===== src/rtl/sram_march_bist.sv =====
// March BIST initiator for one SRAM port: up W(P), up R(P)W(~P),
// down R(~P)W(P), up R(P), with a one-stage read-compare pipeline.
module sram_march_bist #(
  parameter int ADDR_WIDTH = 14,
  parameter int DATA_WIDTH = 32,
  parameter int CNT_WIDTH  = 16
) (
  input  logic                    clk,
  input  logic                    rst_n,
  input  logic                    start,
  input  logic                    abort,
  input  logic [ADDR_WIDTH-1:0]   base_addr,
  input  logic [ADDR_WIDTH-1:0]   last_addr,
  input  logic [DATA_WIDTH-1:0]   pattern,
  output logic                    busy,
  output logic                    done,
  output logic                    fail,
  output logic [CNT_WIDTH-1:0]    err_count,
  output logic [ADDR_WIDTH-1:0]   fail_addr,
  output logic [DATA_WIDTH-1:0]   fail_data,
  output logic [ADDR_WIDTH-1:0]   mem_address,
  output logic [DATA_WIDTH-1:0]   mem_data_in,
  output logic                    mem_enable,
  output logic                    mem_write,
  output logic [DATA_WIDTH/8-1:0] mem_byte_en,
  input  logic [DATA_WIDTH-1:0]   mem_data_out
);

  localparam int BW = DATA_WIDTH / 8;

  typedef enum logic [3:0] {
    IDLE, M0_W, M1_R, M1_W, M2_R, M2_W, M3_R, DRAIN, FINISH
  } state_t;

  state_t                state_q, state_d;
  logic [ADDR_WIDTH-1:0] addr_q, addr_d;
  logic [ADDR_WIDTH-1:0] base_q, base_d;
  logic [ADDR_WIDTH-1:0] last_q, last_d;
  logic [DATA_WIDTH-1:0] pat_q, pat_d;
  logic [DATA_WIDTH-1:0] din_q, din_d;
  logic                  en_q, en_d;
  logic                  we_q, we_d;
  logic [BW-1:0]         be_q, be_d;
  logic                  busy_q, busy_d;
  logic                  done_q, done_d;
  logic                  fail_q, fail_d;
  logic [CNT_WIDTH-1:0]  err_q, err_d;
  logic [ADDR_WIDTH-1:0] faddr_q, faddr_d;
  logic [DATA_WIDTH-1:0] fdata_q, fdata_d;
  logic                  chk_q, chk_d;
  logic [DATA_WIDTH-1:0] cexp_q, cexp_d;
  logic [ADDR_WIDTH-1:0] caddr_q, caddr_d;

  always_ff @(posedge clk or negedge rst_n) begin
    if (!rst_n) begin
      state_q <= IDLE;
      addr_q  <= '0;
      base_q  <= '0;
      last_q  <= '0;
      pat_q   <= '0;
      din_q   <= '0;
      en_q    <= 1'b1;
      we_q    <= 1'b1;
      be_q    <= '1;
      busy_q  <= 1'b0;
      done_q  <= 1'b0;
      fail_q  <= 1'b0;
      err_q   <= '0;
      faddr_q <= '0;
      fdata_q <= '0;
      chk_q   <= 1'b0;
      cexp_q  <= '0;
      caddr_q <= '0;
    end else begin
      state_q <= state_d;
      addr_q  <= addr_d;
      base_q  <= base_d;
      last_q  <= last_d;
      pat_q   <= pat_d;
      din_q   <= din_d;
      en_q    <= en_d;
      we_q    <= we_d;
      be_q    <= be_d;
      busy_q  <= busy_d;
      done_q  <= done_d;
      fail_q  <= fail_d;
      err_q   <= err_d;
      faddr_q <= faddr_d;
      fdata_q <= fdata_d;
      chk_q   <= chk_d;
      cexp_q  <= cexp_d;
      caddr_q <= caddr_d;
    end
  end

  always_comb begin
    state_d = state_q;
    addr_d  = addr_q;
    base_d  = base_q;
    last_d  = last_q;
    pat_d   = pat_q;
    busy_d  = busy_q;
    done_d  = done_q;
    fail_d  = fail_q;
    err_d   = err_q;
    faddr_d = faddr_q;
    fdata_d = fdata_q;
    chk_d   = 1'b0;
    cexp_d  = cexp_q;
    caddr_d = caddr_q;
    en_d    = 1'b1;
    we_d    = 1'b1;
    be_d    = '1;
    din_d   = '0;

    // data for the read presented last cycle arrives now
    if (chk_q && (mem_data_out != cexp_q)) begin
      if (err_q != '1) err_d = err_q + CNT_WIDTH'(1);
      if (!fail_q) begin
        fail_d  = 1'b1;
        faddr_d = caddr_q;
        fdata_d = mem_data_out;
      end
    end

    unique case (state_q)
      M1_R, M3_R: begin
        chk_d   = 1'b1;
        cexp_d  = pat_q;
        caddr_d = addr_q;
      end
      M2_R: begin
        chk_d   = 1'b1;
        cexp_d  = ~pat_q;
        caddr_d = addr_q;
      end
      default: ;
    endcase

    unique case (state_q)
      IDLE: begin
        if (start) begin
          base_d  = base_addr;
          last_d  = last_addr;
          pat_d   = pattern;
          done_d  = 1'b0;
          fail_d  = 1'b0;
          err_d   = '0;
          faddr_d = '0;
          fdata_d = '0;
          if (last_addr < base_addr) begin
            state_d = FINISH;
            done_d  = 1'b1;
            fail_d  = 1'b1;
          end else begin
            state_d = M0_W;
            addr_d  = base_addr;
            busy_d  = 1'b1;
          end
        end
      end
      M0_W: begin
        if (addr_q == last_q) begin
          state_d = M1_R;
          addr_d  = base_q;
        end else begin
          addr_d  = addr_q + ADDR_WIDTH'(1);
        end
      end
      M1_R: state_d = M1_W;
      M1_W: begin
        if (addr_q == last_q) begin
          state_d = M2_R;
        end else begin
          state_d = M1_R;
          addr_d  = addr_q + ADDR_WIDTH'(1);
        end
      end
      M2_R: state_d = M2_W;
      M2_W: begin
        if (addr_q == base_q) begin
          state_d = M3_R;
        end else begin
          state_d = M2_R;
          addr_d  = addr_q - ADDR_WIDTH'(1);
        end
      end
      M3_R: begin
        if (addr_q == last_q) begin
          state_d = DRAIN;
        end else begin
          addr_d  = addr_q + ADDR_WIDTH'(1);
        end
      end
      DRAIN: begin
        state_d = FINISH;
        busy_d  = 1'b0;
        done_d  = 1'b1;
      end
      FINISH:  state_d = IDLE;
      default: state_d = IDLE;
    endcase

    if (abort && busy_q) begin
      state_d = IDLE;
      busy_d  = 1'b0;
      done_d  = 1'b0;
      chk_d   = 1'b0;
    end

    // mem port is driven from the state being entered
    unique case (state_d)
      M0_W, M2_W: begin
        en_d  = 1'b0;
        we_d  = 1'b0;
        be_d  = '0;
        din_d = pat_d;
      end
      M1_W: begin
        en_d  = 1'b0;
        we_d  = 1'b0;
        be_d  = '0;
        din_d = ~pat_d;
      end
      M1_R, M2_R, M3_R: en_d = 1'b0;
      default: ;
    endcase
  end

  assign busy        = busy_q;
  assign done        = done_q;
  assign fail        = fail_q;
  assign err_count   = err_q;
  assign fail_addr   = faddr_q;
  assign fail_data   = fdata_q;
  assign mem_address = addr_q;
  assign mem_data_in = din_q;
  assign mem_enable  = en_q;
  assign mem_write   = we_q;
  assign mem_byte_en = be_q;

endmodule

===== config.mk =====
export PLATFORM = sky130hd
export DESIGN_NAME = sram_march_bist
export DESIGN_NICKNAME = d
export VERILOG_FILES = /design/src/rtl/sram_march_bist.sv
export SDC_FILE = /design/constraint.sdc
export NUM_CORES = 1
export LEC_CHECK = 0
export CAP_MARGIN = 40
export CORE_UTILIZATION = 52
export DETAILED_ROUTE_END_ITERATION = 7
export PLACE_DENSITY = 0.8
export SLEW_MARGIN = 20
export SYNTH_ARGS = -nofsm -noshare
export SYNTH_HDL_FRONTEND = slang
export SYNTH_SLANG_ARGS = --single-unit

===== constraint.sdc =====
create_clock -name clk -period 2.8 [get_ports clk]
set_clock_uncertainty 0.05 [all_clocks]
set_input_delay 0.28 -clock clk [delete_from_list [all_inputs] [get_ports clk]]
set_output_delay 0.28 -clock clk [all_outputs]
set_load 0.03 [all_outputs]

### After elaboration in Yosys (flattened, before gate mapping)

Index checks and enable logic that the tools add are counted.

* add/subtract/negate cells: 3
* $lt $le $gt $ge: 1
* equal/unequal tests: 23
* multiplexer cells: 46
* bitwise logic cells: 2
* reductions and logical operators: 16

Operators by type and width (count)
* $mux W32: 6
* $pmux W32 S2: 2
* $mux W14: 9
* $mux W16: 4
* $not A32 Y32: 2
* $pmux W14 S4: 1
* $ne A32 B32 Y1: 1
* $pmux W4 S8: 1
* $eq A14 B14 Y1: 2
* $eq A4 B3 Y1 const B: 7
* $mux W4: 6
* $add A16 B1 Y16 const B: 1
* $eq A4 B2 Y1 const B: 4
* $ne A16 B16 Y1 const B: 1
* $add A14 B1 Y14 const B: 1
* $lt A14 B14 Y1: 1
* $sub A14 B1 Y14 const B: 1
* $mux W1: 13
* $eq A4 B1 Y1 const B: 2
* $ne A2 B2 Y1 const B: 4
* $ne A3 B3 Y1 const B: 2
* $reduce_or A2 Y1: 3
* $reduce_or A3 Y1: 2
* $reduce_or A6 Y1: 1
* other kinds (11): 14

* bits in registers: 228
* input port bits: 96
* output and inout port bits: 117
* logic and storage cells: 109

### Longest topological paths before layout

Gate-level depths: netlist of the first run.

* depth in word-level cells: 8
* gate-level depth with buffers: 11
* depth with buffers taken out: 9

### Least setup slack after synthesis of the first run

Ideal clock, no wire load.

* path type: flip-flop to flip-flop
* start: register addr_q[1] (netlist: mem_address[1])
* end: register addr_q[12] (netlist: mem_address[12])
* setup time: 131 ps
* data arrival time: 2288 ps
* required time: 2619 ps
* slack: 331 ps
* stages on the path, launching flop included: 11
* path buffers: 3
* period minus slack after synthesis: 2469 ps
* cell sequence: dfrtp_1 buf_2 xor2_1 nor4_4 nand4_4 a21oi_1 or4b_1 buf_2 buf_6 a21oi_1 o32ai_2

* cells in the longest elaborated chain, start to end: 3
* elaborated cells on any way between the ends: 11
* classes of those cells: 2 x add/sub; 4 x eq/ne; 4 x mux; 1 x reduce/logical

Ends and longest elaborated chain
* start: declaration: line 36 `logic [ADDR_WIDTH-1:0] addr_q, addr_d;`
* start signal: assignment: line 76 `addr_q <= addr_d;`
* $add A14 B1 Y14 (tied with other cells): line 167, 176, 192
* $mux W14 (tied with other cells): line 172, 189
* $pmux W14 S4 or $reduce_and A5 Y1 (tied branches)

Parallel ways exist; a longest one is shown, timed or not. The select of a mux whose other input is x is not followed.
A chain may end at the register's enable or synchronous reset.

### Worst setup path in the final report of the first run

* start: register addr_q[10] (netlist: mem_address[10])
* end: register din_q[18] (netlist: mem_data_in[18])

* cells in the longest elaborated chain, start to end: 7
* elaborated cells on any way between the ends: 13
* classes of those cells: 5 x eq/ne; 7 x mux; 1 x reduce/logical

Ends and longest elaborated chain
* $eq A14 B14 Y1 (on tied branches)
* $mux W4 (tied with other cells): line 189 `if (addr_q == last_q) begin`
* $pmux W4 S8 *: line 140 `unique case (state_q)`
* $mux W4 *: line 204 `if (abort && busy_q) begin`
* $eq A4 B1 Y1 or $eq A4 B3 Y1 (tied branches): line 212 `unique case (state_d)`
* $reduce_or A2 Y1: line 212
* $pmux W32 S2 *: line 212
* named net din_d[18]: line 40 `logic [DATA_WIDTH-1:0] din_q, din_d;`
* end signal: assignment: line 80 `din_q <= din_d;`
* end: declaration: line 40

Mark *: on every way through the listed nets, which the timed path passes. The rest lies on a longest branch.

==> results of run 1 <==
## power by group through the flow
stage | combinational [W] | clock (W) | sequential, W
finish | 0.00788 | 0.00342 | 0.00576
global route | 0.00847 | 0.00363 | 0.00590
CTS | 0.00789 | 0.00348 | 0.00573
detailed placement | 0.00784 | 0 | 0.00577
global placement | 0.00763 | 0 | 0.00572
floorplan | 0.00419 | 0 | 0.00650
## area by class of cell
class                   instances  area, um2
fillers                      1548       6030
flip-flops and latches        224       5610
multi-input cells             816       4830
repair buffers                268       2660
clock buffers                  35        672
well taps                     270        338
clock inverters                 9        188
inverters                      27        101
## how the worst max path moves through the flow
stage	from	endpoint	slack, ns	cells after the start
finish	mem_address[10]	mem_data_in[18]	0.26	8
global route	mem_address[10]	mem_data_in[23]	0.12	8
CTS	mem_address[10]	mem_data_in[18]	0.26	8
detailed placement	base_addr[12]	mem_address[4]	-0.18	11
global placement	base_addr[11]	mem_data_in[11]	-0.10	12
floorplan	mem_address[1]	mem_address[12]	0.33	10
## kinds of logic (layout without fill, tap and decap cells)
group / Yosys count / in the layout
simple gates: 467 / 467
compound gates: 211 / 211
buf+inv: 107 / 339
flops: 224 / 224
fa+ha+maj: 16 / 16
xor+xnor: 79 / 79
mux: 43 / 43
## worst max-delay path: stages, from the launching register on
cell     delay, ns
dfrtp_1       0.51
xor2_1        0.24
nor4_4        0.38
nand4_4       0.23
mux2i_1       0.23
and3_1        0.26
nand3_2       0.16
buf_12        0.22
mux2i_1       0.16
## metrics by stage
step / util [%] / std cells / setup TNS [ns]
floorplan: - / 1147 / 0
global placement: 66.2 / 1604 / -4.05
finish: 70.5 / 1649 / 0
CTS: 70.5 / 1649 / 0
detailed placement: 66.2 / 1604 / -6.16
global route: 70.5 / 1649 / 0
## registers in the layout (all words and copies together), names as in the netlist
signal       flops
state_q          4
mem_data_in     32
pat_q           32
mem_byte_en      1
caddr_q         14
fail_data       32
mem_address     14
busy             1
fail             1
cexp_q          32
base_q          14
chk_q            1
mem_enable       1
done             1
fail_addr       14
err_count       16
last_q          14
## synth_stat cells (13+ instances only)
master	instances
and3_1	13
nand3_1	19
xor2_1	32
buf_2	14
nand4_1	18
nor3_1	15
a21oi_1	71
nand2_1	279
xnor2_1	47
dfrtp_1	222
mux2i_1	35
a221o_1	35
o21ai_0	38
nor2_1	81
ha_1	16
inv_1	27
o21ai_1	16
clkbuf_1	41
## metal layers
metal  vias to the layer above  track usage [%]
met5                         -                0
met4                         0             8.61
met3                        50             4.44
met2                       386             43.0
met1                      4506             41.7
li1                       4363                -
## timing repair
item | CTS | global route
gates resized for setup | 0 | 0
hold endpoints to repair | 93 | 0
hold buffers | 1 | 0
endpoints found under the setup margin | 0 | 0
buffers inserted | 0 | 0
==> results_dict.tcl, run 1 <==
set metrics [dict create \
    status "completed" \
    synthAdderAreaFrac_pct 1.83 \
    fin_hold_ws_ns 0.286 \
    clkPwrFrac_pct 20.1 \
    synth-edff-count 0 \
    die_h_um 147 \
    fmax_mhz 393 \
    synth_nets 1259 \
    num_rows 52 \
    worst_ep_arrival_time_ns 2.92 \
    antenna_cells 0 \
    port_buffers 212 \
    max-cap-violations 0 \
    cts_root_buf "clkbuf_16" \
    wl_met3_mm 2.10 \
    via_per_inst 5.64 \
    critical_path.startpoint_type "flip-flop" \
    powerDensity_nw_per_um2 1180 \
    hold_class "input pin to flip-flop" \
    crit_type "flip-flop to flip-flop" \
    wl_per_cell_um 18.2 \
    synthFlopType "dfrtp_1" \
    syn_inst 1147 \
    grt_pass1_vias 8978 \
    p_leak_nw 6.51 \
    drc 0 \
    synth_top_area_cell "dfrtp_1" \
    hp-start "pattern[1]" \
    r2r-start "mem_address[10]" \
    totalWireLength_mm 30.0 \
    vdd_ir_drop_max_v 0.000679 \
    dp_slack_ns -0.179 \
    clkTransAtPathRegs_ns 0.06 \
    yosysSeqAreaShare_pct 51.3 \
    fin_ws_ns 0.256 \
    synth_top_family_by_area "simple AND/OR/NAND/NOR gates" \
    synthTopCellsByArea "dfrtp_1, nand2_1, xnor2_1" \
    holdPathStages 3 \
    synth_simple_gate_area_share_pct 18.9 \
    rr_endpoint "mem_data_in[18]" \
    tightest_slew_ns 0.807 \
    synth_compound_area_share_pct 12.9 \
    swShare_pct 40.5 \
    yosys_warnings 0 \
    max-slew-margin-rel_pct 46.2 \
    place_area_um2 13500 \
    ff2ff_path_depth 8 \
    grt_usage_pct 28.3 \
    initial_utilization_pct 53.5 \
    die_area_um2 21600 \
    cp_data_required_time_ns 3.17 \
    syn_avg_cell_area_um2 9.53 \
    synth_top_area_share_pct 50.8 \
    switching_power_w 0.00691 \
    hpwl_mm 21.7 \
    power_frac_comb_pct 46.2 \
    cts_tree "built" \
    finalInstanceArea_um2 14400 \
    fin_crit_sh_pct 90.8 \
    ios 213 \
    finalHoldViolations 0 \
    grt_setup_unrepaired "false" \
    syn_to_final_growth_pct 31.7 \
    power_w 0.0171 \
    routabilityCongestion 0.884 \
    final_cell_mix "nand2_1, dfrtp_1, clkdlybuf4s50_1, nor2_1, a21oi_1" \
    m1WireLength_mm 13.4 \
    dr.max_layer_used "met4" \
    firstDrtPassIters 6 \
    grt-ovfl-total 0 \
    wl_met2_mm 13.7 \
    final_max_slew_viol_count 0 \
    drt_iter0_drc 648 \
    ys_ff_latch 224 \
    ant_nets 0 \
    worst-path-max-fanout 18 \
    h-tree-depth 1 \
    synth.distinct_cells 60 \
    endpoint_kind "flip-flop" \
    insertion_delay_ns 0.52 \
    nets 1473 \
    muxShareOfSynthArea_pct 4.06 \
    hold_end "pat_q[1]" \
    final_common_cell "nand2_1" \
    antenna_found_initial 0 \
    internal-power_w 0.0102 \
    cts_buffer_depth 3 \
    grt_pass1_wl_mm 48.3 \
    synth.cell_area_um2 10900 \
    coreArea_um2 20400 \
    num_vias 9305 \
    numCtsBuffers 24 \
    grt_max_degree 101 \
    synthArstFlopShare_pct 100 \
    setup_viol_count_final 0 \
    drive_gt1_share_pct 8.48 \
    r2r_setup_slack_ns 0.26 \
    period_minus_slack_ns 2.54 \
    synth-xor-area-share_pct 6.33 \
    die_x_um 147 \
    clock_sinks 224 \
    seqPwrFrac_pct 33.7 \
]
(Power assumes the default switching activity.)
==> run 2, diff against run 1 <==
--- a/config.mk
+++ b/config.mk
@@ -9,7 +9,6 @@
 export CORE_UTILIZATION = 52
 export DETAILED_ROUTE_END_ITERATION = 7
 export PLACE_DENSITY = 0.8
-export SLEW_MARGIN = 20
 export SYNTH_ARGS = -nofsm -noshare
 export SYNTH_HDL_FRONTEND = slang
 export SYNTH_SLANG_ARGS = --single-unit
==> results of run 2 <==
The final DEF is identical to that of run 1; final timing and power are the same.
==> run 3, diff against run 2 <==
--- a/config.mk
+++ b/config.mk
@@ -5,10 +5,11 @@
 export SDC_FILE = /design/constraint.sdc
 export NUM_CORES = 1
 export LEC_CHECK = 0
-export CAP_MARGIN = 40
+export CAP_MARGIN = 20
 export CORE_UTILIZATION = 52
 export DETAILED_ROUTE_END_ITERATION = 7
 export PLACE_DENSITY = 0.8
+export SKIP_CTS_REPAIR_TIMING = 1
 export SYNTH_ARGS = -nofsm -noshare
 export SYNTH_HDL_FRONTEND = slang
 export SYNTH_SLANG_ARGS = --single-unit
==> results of run 3 <==
The final DEF is identical to that of run 1; final timing and power are the same.
